$ cat src/rtl/hazard5_ahbl_arb2.sv
// hazard5_ahbl_arb2: two-master to one-slave AHB-Lite arbiter (single NONSEQ/IDLE transfers).
//
// Lets a second master (m1, e.g. debug or DMA) share the core's bus (m0) onto
// one downstream slave port (s). A master whose address phase cannot go out
// this cycle has it captured in a private buffer. That master is then stalled
// through its own hready until the buffered transfer's data phase completes.
//
// Ports:
//   clk, rst_n          clock, asynchronous active-low reset
//   mN_h* (N = 0,1)     upstream AHB-Lite master ports (address/control/wdata in,
//                       hready/hresp/hrdata out)
//   s_h*                downstream AHB-Lite slave port
//
// Optional feature macro: HAZARD5_ARB_RR_EN
//   defined   - contention is granted to the master that did not win last
//   undefined - fixed priority, m0 wins contention
module hazard5_ahbl_arb2 #(
    parameter int W_ADDR = 32,
    parameter int W_DATA = 32
) (
    input  logic              clk,
    input  logic              rst_n,
    input  logic [W_ADDR-1:0] m0_haddr,
    input  logic              m0_hwrite,
    input  logic [1:0]        m0_htrans,
    input  logic [2:0]        m0_hsize,
    input  logic [3:0]        m0_hprot,
    input  logic [W_DATA-1:0] m0_hwdata,
    output logic              m0_hready,
    output logic              m0_hresp,
    output logic [W_DATA-1:0] m0_hrdata,
    input  logic [W_ADDR-1:0] m1_haddr,
    input  logic              m1_hwrite,
    input  logic [1:0]        m1_htrans,
    input  logic [2:0]        m1_hsize,
    input  logic [3:0]        m1_hprot,
    input  logic [W_DATA-1:0] m1_hwdata,
    output logic              m1_hready,
    output logic              m1_hresp,
    output logic [W_DATA-1:0] m1_hrdata,
    output logic [W_ADDR-1:0] s_haddr,
    output logic              s_hwrite,
    output logic [1:0]        s_htrans,
    output logic [2:0]        s_hsize,
    output logic [3:0]        s_hprot,
    output logic [W_DATA-1:0] s_hwdata,
    input  logic              s_hready,
    input  logic              s_hresp,
    input  logic [W_DATA-1:0] s_hrdata
);
    typedef struct packed {
        logic [W_ADDR-1:0] addr;
        logic              write;
        logic [2:0]        size;
        logic [3:0]        prot;
    } addr_ph_t;

    typedef enum logic [1:0] {OWN_NONE = 2'd0, OWN_M0 = 2'd1, OWN_M1 = 2'd2} owner_e;

    addr_ph_t   in_ph [2];
    addr_ph_t   buf_q [2];
    addr_ph_t   buf_d [2];
    addr_ph_t   s_ph;
    logic [1:0] in_nseq, hready, live, req, pend_q, pend_d;
    owner_e     gnt_d, gnt_q, dph_d, dph_q;
    logic       hold_d, hold_q, accept, sel, pri1;
`ifdef HAZARD5_ARB_RR_EN
    logic       last_d, last_q;
`endif
    logic       unused;

    assign in_ph[0] = {m0_haddr, m0_hwrite, m0_hsize, m0_hprot};
    assign in_ph[1] = {m1_haddr, m1_hwrite, m1_hsize, m1_hprot};
    assign in_nseq  = {m1_htrans[1], m0_htrans[1]};
    // Only NONSEQ/IDLE are handled, so htrans[0] carries no information
    assign unused   = ^{m0_htrans[0], m1_htrans[0]};

    always_comb begin
        hready[0] = dph_q == OWN_M0 ? s_hready : !pend_q[0];
        hready[1] = dph_q == OWN_M1 ? s_hready : !pend_q[1];
        live      = in_nseq & hready;
        req       = pend_q | live;
`ifdef HAZARD5_ARB_RR_EN
        // last_q = 1 means m1 won last, so m0 gets the next contended slot
        pri1      = !last_q;
`else
        pri1      = 1'b0;
`endif
        // A stalled address phase must not change, so keep the previous grant
        gnt_d     = hold_q ? gnt_q :
                    (req[0] && !(req[1] && pri1)) ? OWN_M0 :
                    req[1] ? OWN_M1 : OWN_NONE;
        sel       = gnt_d == OWN_M1;
        s_ph      = gnt_d == OWN_NONE ? '0 : pend_q[sel] ? buf_q[sel] : in_ph[sel];
        accept    = gnt_d != OWN_NONE && s_hready;
        for (int i = 0; i < 2; i++) begin
            // A live request that does not leave this cycle is captured for reissue
            pend_d[i] = accept && sel == i[0] ? 1'b0 : live[i] | pend_q[i];
            buf_d[i]  = live[i] && !(accept && sel == i[0]) ? in_ph[i] : buf_q[i];
        end
        dph_d     = s_hready ? gnt_d : dph_q;
        hold_d    = gnt_d != OWN_NONE && !s_hready;
`ifdef HAZARD5_ARB_RR_EN
        last_d    = accept ? sel : last_q;
`endif
    end

    always_ff @(posedge clk or negedge rst_n) begin
        if (!rst_n) begin
            pend_q   <= '0;
            buf_q[0] <= '0;
            buf_q[1] <= '0;
            gnt_q    <= OWN_NONE;
            dph_q    <= OWN_NONE;
            hold_q   <= 1'b0;
`ifdef HAZARD5_ARB_RR_EN
            last_q   <= 1'b1;
`endif
        end else begin
            pend_q   <= pend_d;
            buf_q[0] <= buf_d[0];
            buf_q[1] <= buf_d[1];
            gnt_q    <= gnt_d;
            dph_q    <= dph_d;
            hold_q   <= hold_d;
`ifdef HAZARD5_ARB_RR_EN
            last_q   <= last_d;
`endif
        end
    end

    assign s_htrans  = gnt_d == OWN_NONE ? 2'b00 : 2'b10;
    assign s_haddr   = s_ph.addr;
    assign s_hwrite  = s_ph.write;
    assign s_hsize   = s_ph.size;
    assign s_hprot   = s_ph.prot;
    assign s_hwdata  = dph_q == OWN_M0 ? m0_hwdata : dph_q == OWN_M1 ? m1_hwdata : '0;
    assign m0_hready = hready[0];
    assign m1_hready = hready[1];
    assign m0_hresp  = dph_q == OWN_M0 && s_hresp;
    assign m1_hresp  = dph_q == OWN_M1 && s_hresp;
    assign m0_hrdata = s_hrdata;
    assign m1_hrdata = s_hrdata;
endmodule

$ cat config.mk
export PLATFORM = sky130hd
export DESIGN_NAME = hazard5_ahbl_arb2
export DESIGN_NICKNAME = d
export VERILOG_FILES = /design/src/rtl/hazard5_ahbl_arb2.sv
export SDC_FILE = /design/constraint.sdc
export NUM_CORES = 1
export LEC_CHECK = 0
export BUFFER_PORTS_ARGS = -buffer_cell sky130_fd_sc_hd__buf_4
export CAP_MARGIN = 25
export CORE_AREA = 3 3 126 128
export DETAILED_ROUTE_END_ITERATION = 16
export DIE_AREA = 0 0 129 131
export GPL_TIMING_DRIVEN = 0
export PLACE_DENSITY_LB_ADDON = 0.08
export SYNTH_ARGS = -nofsm -noshare
export SYNTH_HDL_FRONTEND = slang
export SYNTH_SLANG_ARGS = --single-unit
$ cat constraint.sdc
create_clock -name clk -period 2.3 [get_ports clk]
set_input_delay 0.46 -clock clk [delete_from_list [all_inputs] [get_ports clk]]
set_output_delay 0.46 -clock clk [all_outputs]
set_load 0.02 [all_outputs]
-- Yosys cells after proc, flatten, opt, wreduce, memory -nomap -nowiden
Index checks and enable logic that the tools add are counted.
- eq/ne operators: 3
- muxes and demuxes: 20
- reductions and logical operators: 15
- magnitude comparators: 2
- bitwise gates (word level): 6
- operators with widths (kind ; count):
    40-bit 2-to-1 mux ; 8
    32-bit 2-to-1 mux ; 2
    1-bit logical AND ; 8
    2-bit 2-to-1 mux ; 4
    1-bit 2-to-1 mux ; 6
    1-bit logical NOT ; 5
    2-bit equality test (second input constant) ; 2
    2-bit AND ; 1
    2-bit by 1-bit equality test with 1-bit output (second input constant) ; 1
    2-bit >= comparator (second input constant) ; 1
    2-bit logical NOT ; 1
    1-bit by 2-bit less-than comparator with 1-bit output (second input constant) ; 1
    1-bit inverter with 2-bit output ; 1
    1-bit OR ; 2
    2-bit OR ; 1
    2-bit nonzero test ; 1
    1-bit inverter ; 1
- bits in registers: 87
- bits of input ports: 184
- logic and storage cells: 58
- output and inout port bits: 142

-- Logic depth before layout (Yosys ltp)
Gate-level depths: netlist of the first run.
- word-level depth: 14
- mapped depth: 7
- mapped depth without buffers: 4

-- Worst setup path after synthesis of the first run
No wires, ideal clock.
- path type: in2out
- start: input s_hready
- end: output s_haddr[21]
- slack: -0.249 ns
- arrival time: 2.089 ns
- required time: 1.840 ns
- stages on the path: 6
- cell sequence: buf_2 > nor3b_4 > o31a_1 > clkbuf_1 > o32ai_1 > nor4_1
- word-level cells in the longest chain between the ends: 13
- elaborated cells between the ends (all ways): 20
- classes of those cells: eq/ne: 1; mux: 15; bitwise: 3; reduce/logical: 1
- RTL lines (what ; RTL line ; text):
    from (decl) ; 47 ; input logic s_hready,
    1-bit 2-to-1 mux ; 80 ; hready[1] = dph_q == OWN_M1 ? s_hready : !pend_q[1];
    2-bit AND * ; 81 ; live = in_nseq & hready;
    2-bit OR * ; 82 ; req = pend_q | live;
    2-bit 2-to-1 mux ; 92 ; req[1] ? OWN_M1 : OWN_NONE;
    2-bit 2-to-1 mux * ; 91 ; (req[0] && !(req[1] && pri1)) ? OWN_M0 :
    2-bit 2-to-1 mux * ; 90 ; gnt_d = hold_q ? gnt_q :
    2-bit equality test ; 93 ; sel = gnt_d == OWN_M1;
    1-bit inverter with 2-bit output (implied by the code) ; 94 ; s_ph = gnt_d == OWN_NONE ? '0 : pend_q[sel] ? buf_q[sel] : in_ph[sel];
    40-bit 2-to-1 mux (implied by the code) (3 in a row) ; 94 ;
    40-bit 2-to-1 mux ; 94 ;
    40-bit 2-to-1 mux * ; 94 ;
    to (decl) ; 41 ; output logic [W_ADDR-1:0] s_haddr,
Mark *: on every way between the ends. The rest lies on a longest branch, timed or not. The select of a mux whose other input is x is not followed.

-- Worst setup path after layout of the first run
- start: register dph_q[1]
- end: output s_haddr[21]
- word-level cells in the longest chain between the ends: 14
- elaborated cells between the ends (all ways): 22
- classes of those cells: eq/ne: 3; mux: 15; bitwise: 3; reduce/logical: 1
- RTL lines (what ; RTL line ; text):
    from (decl) ; 65 ; owner_e gnt_d, gnt_q, dph_d, dph_q;
    from (signal assigned) ; 124 ; dph_q <= dph_d;
    2-bit equality test ; 80 ;
    1-bit 2-to-1 mux ; 80 ;
    2-bit AND * ; 81 ;
    2-bit OR * ; 82 ;
    2-bit 2-to-1 mux ; 92 ;
    2-bit 2-to-1 mux * ; 91 ;
    2-bit 2-to-1 mux * ; 90 ;
    2-bit equality test ; 93 ;
    1-bit inverter with 2-bit output (implied by the code) ; 94 ;
    40-bit 2-to-1 mux (implied by the code) (3 in a row) ; 94 ;
    40-bit 2-to-1 mux ; 94 ;
    40-bit 2-to-1 mux * ; 94 ;
Marked as above.

==> impl_metrics.yaml, run 1 <==
timing:
  period_needed_ns: 2.607
  period_share_pct: 113.3
  fin_skew_ns: 0.003731
  tightest_slew_ns: 0.6643
  setup_viol: 41
  rsz0062_at_grt: "true"
  max_freq_mhz: 383.6
  slew_headroom_pct: 55.72
  fin_ws_ns: -0.3068
  hold_viol_final: 0
  drv_slew: 0
  hold_ws_ns: 0.09948
  fin_tns_setup_ns: -10.01
logic_synthesis:
  syn_inst: 573
  synth_edf_count: 0
  yosys-top-cells-area: "dfrtp_1 36%, mux2_4 9.9%, buf_4 8.0%"
  yosys.area.top_type: "dfrtp_1"
  seq_area_frac_synth_pct: 35.88
  ys.flop_type: "dfrtp_1"
  synth_cell_type_count: 37
  ys_seq_elements: 87
  synthArstFlopShare_pct: 100.0
  syn-cell-area_um2: 6067
  synth_top_area_share_pct: 35.88
  yosys_warnings: 0
  avgSynthCellArea_um2: 10.59
  syn_nets: 757
power:
  ir_drop_v: 0.0006514
  leakagePower_uw: 0.004461
  p_per_area_nw_per_um2: 1122
  power.total_uw: 10960
placement:
  port_buffers: 290
  gp_congestion: 0.8021
  dpl.hpwl_mm: 16.49
final_layout:
  drive_gt1_share_pct: 70.74
  layout_commonest_cell: "buf_4"
  regArea_um2: 2181
  fillers: 1241
  multiInputGateArea_um2: 3702
  area_delta_synth_final_pct: 61.04
  nNetsFinal: 1072
  final_cell_mix: "369 x buf_4, 84 x dfrtp_1, 42 x mux2_2"
  n_antenna_cell: 0
worst_setup_path:
  crit_chain: "nor3b_4 > o31a_1 > buf_6 > clkbuf_8 > o32ai_1 > nor4_2 > buf_4"
  crit_type: "reg -> out"
  cp_max_fo: 5
  crit_family: "simple AND/OR/NAND/NOR gates"
  cp_slowest_cell: "dfrtp_2"
  worst-endpoint-arrival_ns: 2.15
  critPathLaunchType: "flop"
  cp_slowest_stage_delay_ns: 0.43
  cp-end-kind: "output pin"
  cp.required_ns: 1.84
  crit_buf_inv: 3
clock_tree:
  clkTransAtPathRegs_ns: 0.06
  cts_hold_buf: 0
  cts_tree: "built"
  clock-root-buffer: "clkbuf_16"
  clockBufferDepth: 2
  cts.sink_count: 87
  htree_levels: 3
  insertion_delay_ns: 0.34
  numCtsBuffers: 9
grt:
  overflow: 0
  grt_pass1_vias: 6180
  track_usage_pct: 24.95
  antenna_found_initial: 0
  grt_max_degree: 50
  grt_pass1_wl_mm: 33.37
die:
  dieArea_um2: 16900
  die_x_um: 129
  die_h_um: 131
  initial_core_util_pct: 40.51
  boundaryPins: 326
  core_um2: 14980
  num_rows: 45
detailed_routing:
  drcViolationCount: 0
  drtIter0Drc: 360
  viasPerCell: 5.721
  wire_per_inst_um: 20.91
  top_layer_used: "met4"
  drtAntennaViolNets: 0
  vias: 6179
  m1WireLength_mm: 10.22
  dr.pass1.iters: 5
  routed_wl_mm: 22.58
  wl_met3_mm: 1.368
  wl_met2_mm: 10.81
run:
  maxCapViolations: 0
hold_path:
  min_path_type: "in -> async"
outcome:
  failed_checks: "setup timing"
  outcome: "finished, violations left"
cell families (layout without fill, tap and decap cells):
logic type	Yosys count	after routing	share of synthesized area (%)
AOI/OAI and AO/OA	167	167	22.46
buffers and inverters	134	453	13.22
DFF	87	87	35.88
muxes	83	83	17.88
and+or+nand+nor	101	101	10.50
other	1	1	0.06181
state kept, by name, indices dropped and copies added, names as in the netlist:
register  flops
buf_q        80
dph_q         2
gnt_q         2
pend_q        2
hold_q        1
metal layers:
layer,global-route usage [%],up-vias
li1,-,2821
met1,35.81,3096
met5,0,-
met3,5.285,16
met4,4.509,0
met2,39.36,246
Yosys cell counts, drive strengths merged, types with 2 or more instances:
cell    instances
a22o           32
o31ai          43
a21oi           3
clkbuf         42
or3            40
nor4           40
a211oi         40
nor2            4
o32ai          39
buf            89
mux2           83
nand3b          2
o21a            2
nor2b           2
nand2           4
dfrtp          87
a31oi           2
inv             2
nand2b          2
o21ai           2
and2            3
repair_timing:
action / in CTS / in global routing
endpoints found under the setup margin: 74 / 72
buffers inserted: 10 / 2
gates resized for setup: 130 / 52
pin swaps: 7 / 6
cloned: 2 / 1
cell type report:
type	count	share of cell area (%)
tap	188	2.407
clock buffer	10	2.446
buffer	129	10.45
timing repair buffer	306	24.09
inverter	3	0.1409
sequential	87	22.32
multi-input combinational	352	37.89
clock inverter	5	0.2561
report_power, final:
group          total [uW]  internal (uW)  switching [uW]
Clock                1360            746             610
Combinational        6810           3410            3410
Sequential           2790           2290             500
metrics by stage:
stage	area [um^2]	cells	setup slack [ns]	utilization (%)
6_report	9771	1080	-0.3068	65.24
5_1_grt	9771	1080	-0.4071	65.24
4_1_cts	9623	1077	-0.3259	64.25
3_5_place_dp	8777	1052	-0.4843	58.60
3_3_place_gp	8750	1051	-0.4628	58.42
2_1_floorplan	6337	573	0.0008951	-
worst paths after layout:
| check | cells after the start | from | slack (ns) | endpoint |
|---|---|---|---|---|
| max in group asynchronous | 2 | rst_n | 1.56 | buf_q[26] |
| min | 1 | rst_n | 0.1 | buf_q[44] |
| max | 7 | dph_q[1] | -0.31 | s_haddr[21] |
| min in group clk | 2 | m0_hsize[1] | 0.36 | buf_q[45] |
| min reg2reg | 1 | buf_q[78] | 0.50 | buf_q[78] |
| max reg2reg | 8 | hold_q | 0.06 | buf_q[6] |
Power figures use the tool's default switching activity.
==> run 2: changes to the inputs <==
Settings changed: REMOVE_ABC_BUFFERS from default to 1.
==> run 2 against run 1 <==
Against the previous run: the run still ends with setup timing left; critical endpoint is now s_haddr[8]; largest power group unchanged; register-to-register slack got worse by 0.19 ns; total power rose by 6.7%; global-route usage rose by 4.2 points.
==> impl_metrics.yaml, run 2 (synthesized netlist as in run 1, its figures left out) <==
grt:
  grt_pass1_wl_mm: 36.77
  grt_pass1_vias: 5942
  antenna_found_initial: 0
  overflow: 0
  grt_max_degree: 52
  track_usage_pct: 29.18
placement:
  gp_congestion: 0.7825
  pre_cts_slack_ns: -0.9016
  dpl.hpwl_mm: 15.82
  port_buffers: 226
  placed_cell_area_um2: 7612
die:
  core_um2: 14980
  initial_core_util_pct: 40.51
  boundaryPins: 326
  num_rows: 45
  die_x_um: 129
  die_h_um: 131
  dieArea_um2: 16900
detailed_routing:
  drtAntennaViolNets: 0
  viasPerCell: 6.271
  wire_per_inst_um: 27.60
  drtIter0Drc: 440
  drcViolationCount: 0
  dr.pass1.iters: 5
  vias: 5870
  routed_wl_mm: 25.84
clock_tree:
  cts.sink_count: 87
  clkTransAtPathRegs_ns: 0.07
  htree_levels: 3
  insertion_delay_ns: 0.35
  clockBufferDepth: 2
  cts_hold_buf: 0
  clock-root-buffer: "clkbuf_16"
  cts_tree: "built"
  numCtsBuffers: 9
outcome:
  outcome: "finished, violations left"
  failed_checks: "setup timing"
final_layout:
  largest_reg_flops: 80
  nNetsFinal: 927
  drive_gt1_share_pct: 65.78
  final_cell_mix: "249 x buf_4, 82 x dfrtp_1, 43 x mux2_4"
  n_antenna_cell: 0
  fin_area_um2: 9404
  layout_commonest_cell: "buf_4"
  top_register: "buf_q"
  area_delta_synth_final_pct: 55.00
  final_core_util_pct: 62.79
worst_setup_path:
  cp.required_ns: 1.84
  worst-endpoint-arrival_ns: 2.22
  cp_max_fo: 24
  crit_type: "reg -> out"
  cp-end-kind: "output pin"
  critPathLaunchType: "flop"
  r2r_slack_ns: -0.13
power:
  clkPwrFrac_pct: 13.9
  seq_power_share_pct: 24.3
  p_comb_share_pct: 61.8
  leakagePower_uw: 0.004023
  p_sw_uw: 4811
  ir_drop_v: 0.0007416
  p_int_uw: 6888
  switching_share_pct: 41.12
  p_per_area_nw_per_um2: 1244
timing:
  tightest_slew_ns: 0.5594
  setup_viol: 81
  drv_slew: 0
  period_share_pct: 116.4
  fin_skew_ns: 0.005131
  fin_ws_ns: -0.3780
  max_freq_mhz: 373.4
  slew_headroom_pct: 62.71
  hold_viol_final: 0
  rsz0062_at_grt: "true"
  period_needed_ns: 2.678
hold_path:
  min_path_type: "in -> async"
run:
  maxCapViolations: 0
==> run 2: timing repair <==
action | CTS | global route
gates cloned | 8 | 1
setup buffers | 33 | 8
gates resized for setup | 121 | 40
endpoints found under the setup margin | 104 | 127
hold endpoints to repair | 0 | 0
pin swaps | 14 | 5
==> run 2: stage by stage <==
step                power, uW  TNS (ns)  hold slack [ns]  instances
floorplan                6061   -150.02           0.1644        442
global placement         8103   -386.36           0.4795        856
detailed placement       8478    -50.86           0.4803        872
CTS                     11400    -13.45          0.09869        929
global route            12260    -23.78           0.1040        936
finish                  11700    -17.28          0.09097        936
==> run 2: power by group through the flow <==
stage / clock network [uW] / registers [uW] / logic (uW)
2_1_floorplan: 0 / 2670 / 3390
3_3_place_gp: 0 / 2790 / 5310
3_5_place_dp: 0 / 2780 / 5700
4_1_cts: 1660 / 2800 / 6940
5_1_grt: 1720 / 2930 / 7610
6_report: 1630 / 2850 / 7220
==> run 2: critical path, cell delays in order, from the launching register on <==
cell       delay [ns]
dfrtp_1          0.39
nor3b_4          0.19
buf_6            0.13
o21a_1           0.19
o2bb2ai_4        0.16
clkbuf_16        0.23
nor4_4           0.35
buf_4            0.20
==> run 2: area by class of cell <==
type	instances	area (um^2)
clock buffers	9	225.2
clock inverters	7	97.59
fillers	1201	5573
inverters	3	23.77
multi-input cells	356	4036
flip-flops and latches	87	2188
well taps	188	235.2
repair buffers	286	2597
==> run 2: path summary, 6_finish.rpt <==
path	from	endpoint	cells after the start
worst max-delay path	dph_q[0]	s_haddr[8]	7
worst min-delay path	rst_n	buf_q[50]	1
worst max register to register	dph_q[1]	buf_q[25]	10
worst min register to register	buf_q[78]	buf_q[78]	1
max in group asynchronous	rst_n	buf_q[53]	2
min in group clk	m0_haddr[31]	buf_q[79]	2
==> run 2: per-layer routing <==
layer	vias to the layer above	track usage [%]	wire length (um)
met5	-	8.235	105
met2	300	42.77	11780
met3	34	13.46	2543
met4	2	6.362	357
li1	2544	-	-
met1	2990	38.90	11050
